**src/rtl/index_to_mask.sv**
```systemverilog
// Rebuilds a DATA_WIDTH-bit word from a stream of bit-index beats, one frame per result.
// Tracks distinct-bit count plus duplicate and out-of-range error flags.
module index_to_mask #(
  parameter  int DATA_WIDTH = 32,
  localparam int IW         = $clog2(DATA_WIDTH) + 1
) (
  input  logic                  clk,
  input  logic                  resetn,
  input  logic [IW-1:0]         din,
  input  logic                  din_valid,
  input  logic                  din_last,
  output logic                  din_ready,
  output logic [DATA_WIDTH-1:0] dout,
  output logic [IW-1:0]         dout_cnt,
  output logic                  dout_dup,
  output logic                  dout_err,
  output logic                  dout_valid,
  input  logic                  dout_ready
);

  localparam logic [IW-1:0]         DW_IDX  = IW'(DATA_WIDTH);
  localparam logic [IW-1:0]         CNT_ONE = IW'(1);
  localparam logic [DATA_WIDTH-1:0] BIT0    = DATA_WIDTH'(1);

  typedef enum logic {COLLECT = 1'b0, HOLD = 1'b1} state_e;

  state_e                state_q;
  logic [DATA_WIDTH-1:0] mask_q;
  logic [IW-1:0]         cnt_q;
  logic                  dup_q;
  logic                  err_q;

  logic [DATA_WIDTH-1:0] onehot;
  logic                  in_range;
  logic                  over;
  logic                  hit;

  // Index DATA_WIDTH is the "no bit" sentinel: neither in range nor an error.
  assign in_range = (din < DW_IDX);
  assign over     = (din > DW_IDX);
  assign onehot   = in_range ? (BIT0 << din) : '0;
  assign hit      = |(mask_q & onehot);

  always_ff @(posedge clk or negedge resetn) begin
    if (!resetn) begin
      state_q <= COLLECT;
      mask_q  <= '0;
      cnt_q   <= '0;
      dup_q   <= 1'b0;
      err_q   <= 1'b0;
    end else begin
      case (state_q)
        COLLECT: begin
          if (din_valid) begin
            if (in_range) begin
              // A repeated index flags dup but must not inflate the count.
              if (hit) begin
                dup_q <= 1'b1;
              end else begin
                mask_q <= mask_q | onehot;
                cnt_q  <= cnt_q + CNT_ONE;
              end
            end else if (over) begin
              err_q <= 1'b1;
            end
            if (din_last) state_q <= HOLD;
          end
        end
        HOLD: begin
          if (dout_ready) begin
            mask_q  <= '0;
            cnt_q   <= '0;
            dup_q   <= 1'b0;
            err_q   <= 1'b0;
            state_q <= COLLECT;
          end
        end
        default: state_q <= COLLECT;
      endcase
    end
  end

  assign din_ready  = (state_q == COLLECT);
  assign dout_valid = (state_q == HOLD);
  assign dout       = mask_q;
  assign dout_cnt   = cnt_q;
  assign dout_dup   = dup_q;
  assign dout_err   = err_q;

endmodule

```
**config.mk**
```make
export PLATFORM = sky130hd
export DESIGN_NAME = index_to_mask
export DESIGN_NICKNAME = d
export VERILOG_FILES = /design/src/rtl/index_to_mask.sv
export SDC_FILE = /design/constraint.sdc
export NUM_CORES = 1
export LEC_CHECK = 0
export CORE_MARGIN = 4
export CORE_UTILIZATION = 54
export CTS_CLUSTER_DIAMETER = 120
export DETAILED_ROUTE_END_ITERATION = 8
export HOLD_SLACK_MARGIN = 0.1
export PLACE_DENSITY = 0.87
export SETUP_SLACK_MARGIN = 0.3
export SYNTH_ARGS = -nofsm -noshare
export SYNTH_HDL_FRONTEND = slang
export SYNTH_SLANG_ARGS = --single-unit
export TNS_END_PERCENT = 100
```
**constraint.sdc**
```tcl
create_clock -name clk -period 3.9 [get_ports clk]
set_clock_uncertainty 0.05 [all_clocks]
set_input_delay 1.17 -clock clk [delete_from_list [all_inputs] [get_ports clk]]
set_output_delay 1.17 -clock clk [all_outputs]
set_load 0.01 [all_outputs]
```
==> results.cfg <==
[floorplan]
die_x_um = 73.3
start_util = 0.567
pin_count = 53
core_um2 = 4060
rows = 23
dieHeight_um = 73.3
dieArea_um2 = 5370

[synth]
synth_largest_area_cell = dfrtp_1
syn_inst = 255
netlist.area_leader.share = 0.446
synth_nets = 267
ys_top_cells_by_area = dfrtp_1 (45%), nor2_1 (7.3%), a31oi_1 (4.1%)
synth_cell_type_count = 48
seq_area_frac_synth = 0.446
synth_seq_cells = 41
synth_area_um2 = 2300
synth_warnings = 0
syn-mean-instance-area_um2 = 9.02

[critical_path]
slowest_delay_ns = 0.69
crit_path_cell_trace = clkdlybuf4s50_1 -> nand2b_1 -> nor3_1 -> o41ai_1 -> o221a_4 -> nand2_1 -> or4_1 -> o211ai_1
cp_slowest_cell = clkdlybuf4s50_1
end_kind = flip-flop
crit_fanout = 10
start_kind = primary input
critPathKind = primary input to flip-flop
critPathArrivalTime_ns = 3.57
worst-endpoint-required_ns = 4.06

[pwr]
p_leak_nw = 1.28
pwr-share-seq = 0.491
power_density_nw_per_um2 = 327
intPower_mw = 0.678
power.switching_mw = 0.298
p_sw_frac = 0.305
pwr-share-comb = 0.229
power_mw = 0.975
clkPwrFrac = 0.279
vdd_drop_max_v = 0.000201

[clock_network]
clk-insertion-delay-late_ns = 0.29
cts_buffers = 5
cts_root_buf = clkbuf_8
post_cts_resized = 0
numClockSinks = 41
cts_setup_buffers = 0
cts-htree-levels = 2
postCtsHoldBufs = 0
clkTransAtPathRegs_ns = 0.08
cts_tree = done
cts_max_path_buffers = 2

[drt]
via_per_inst = 6.26
topRoutingLayerUsed = met4
dr.pass1.iters = 5
via_count = 2286
met1Wirelength_um = 2880
wl_per_cell_um = 17.9
initialDrtViolationCount = 262
drc = 0
wl_met2_um = 3010
routed_wl_um = 6550
ant_nets = 0
met3_length_um = 534

[grt]
grt_max_degree = 42
grt_pass1_vias = 2111
overflow = 0
grt_pass1_wl_um = 10500
grt_antenna_before_repair = 0
grt_usage = 0.252

[cells_and_area]
num_antenna_cells = 0
drive_above_1_share = 0.108
area_growth_pct = 29.6
fin_nets = 326
final_cell_area_um2 = 2980

[placement]
hpwlAfterDp_um = 4800
io_buffer_count = 52
placed_area_um2 = 2890
gp_congestion = 0.939
dp_slack_ns = 0.218

[outcome]
status = finished, final reports clean

[job]
drv_cap = 0

[sta]
rsz0062_at_grt = no
slew_headroom = 0.411
layout_setup_ws_ns = 0.495
setup_viol = 0
fmax_mhz = 294
hold_violations = 0
finalCriticalPeriod_ns = 3.41
min_period_over_period = 0.873
worst_pin_slew_ns = 0.883
tns_ns = 0
finalMaxSlewViolations = 0

[min_path]
hold_path_class = flip-flop to flip-flop
==> cells in the final DEF (no fill, tap or decap), types with 2 or more instances in the layout <==
master,synthesis,final
clkdlybuf4s50_1,0,51
nor2_1,45,45
dfrtp_1,41,41
nand2_1,22,22
buf_4,3,19
a21oi_1,17,17
a31oi_1,15,15
nand3_1,8,8
o21ai_0,7,7
mux2i_1,6,6
nor4_1,6,6
inv_1,5,5
and3_1,5,5
clkbuf_8,0,5
and2_1,4,4
nand4_1,4,4
nor2b_1,4,4
nand2b_1,4,4
a32o_1,4,4
o31ai_1,4,4
nor3_1,3,3
nor4bb_1,2,2
nor4b_1,2,2
nor3b_1,2,2
a22o_1,2,2
o41ai_1,2,2
o211ai_1,2,2
a41oi_1,2,2
clkinv_2,0,2
==> final timing paths <==
path	start	end	slack [ns]	depth (start not counted)
worst max-delay path	din[5]	dout_cnt[3]$_DFFE_PN0P_	0.49	8
worst min-delay path	dout_err$_DFFE_PN0P_	dout_err$_DFFE_PN0P_	0.45	2
worst max register to register	dout[9]$_DFFE_PN0P_	dout_cnt[3]$_DFFE_PN0P_	1.64	7
worst min register to register	dout_err$_DFFE_PN0P_	dout_err$_DFFE_PN0P_	0.45	2
max in group asynchronous	resetn	dout[28]$_DFFE_PN0P_	2.31	1
min in group asynchronous	resetn	dout[0]$_DFFE_PN0P_	0.95	1
==> layer usage <==
| metal | GRT usage | vias up |
|---|---|---|
| met5 | 0 | - |
| met4 | 0.0902 | 0 |
| met3 | 0.0424 | 17 |
| met2 | 0.368 | 137 |
| met1 | 0.373 | 1085 |
| li1 | - | 1047 |
==> metrics by stage <==
stage | util | hold WS [ns] | instances
final | 0.735 | 0.453 | 365
after global routing | 0.735 | 0.474 | 365
after CTS | 0.735 | 0.460 | 365
after detailed placement | 0.713 | 0.444 | 357
after global placement | 0.713 | 0.415 | 357
after floorplan | - | 0.467 | 255
==> worst max-delay path: cells and delay by family <==
| family | cells | cell delay, ns |
|---|---|---|
| compound gates | 3 | 0.84 |
| buf+inv | 1 | 0.69 |
| simple gates | 4 | 0.86 |
==> power groups by stage <==
stage | logic [mW] | registers (mW) | clock network (mW)
3_3_place_gp | 0.220 | 0.485 | 0
4_1_cts | 0.223 | 0.478 | 0.276
5_1_grt | 0.240 | 0.482 | 0.295
6_report | 0.224 | 0.479 | 0.272
2_1_floorplan | 0.109 | 0.491 | 0
3_5_place_dp | 0.223 | 0.486 | 0
==> synthesized netlist by cell type, drive strengths merged <==
cell	number
nor2	45
and3	5
nor2b	4
a211oi	1
or3b	1
a31oi	15
a21oi	17
o41ai	2
nand3b	1
o211ai	2
a32o	4
a311o	1
nor4bb	2
a21boi	1
mux2i	6
a22o	2
mux2	1
o31ai	4
nor4b	2
nor4	7
nand4	4
nand3	8
o221a	1
ha	1
xnor2	1
a31o	1
nand2	22
o32a	1
dfrtp	41
inv	5
o21ai	7
or2	1
nor3	3
a41oi	2
clkbuf	5
a2111oi	2
nand2b	4
and2	5
buf	14
o31a	1
or4	1
nor3b	2
==> registers in the layout, indices dropped and copies added, names as in the netlist <==
register    flops
dout_err        1
dout           32
dout_dup        1
dout_cnt        6
dout_valid      1
==> cells by family after synthesis <==
logic type / synth area share
simple gates: 0.256
compound gates: 0.195
flops: 0.446
buf+inv: 0.0631
mux: 0.0310
xor+xnor: 0.00381
fa+ha+maj: 0.00544
==> cell type report <==
cell class	count	area, µm²
clock buffer	5	68.8
multi-input combinational	190	1130
timing repair buffer	71	658
fill	318	1080
inverter	5	18.8
clock inverter	3	17.5
tap	50	62.6
sequential	41	1030
(Power assumes the default switching activity.)
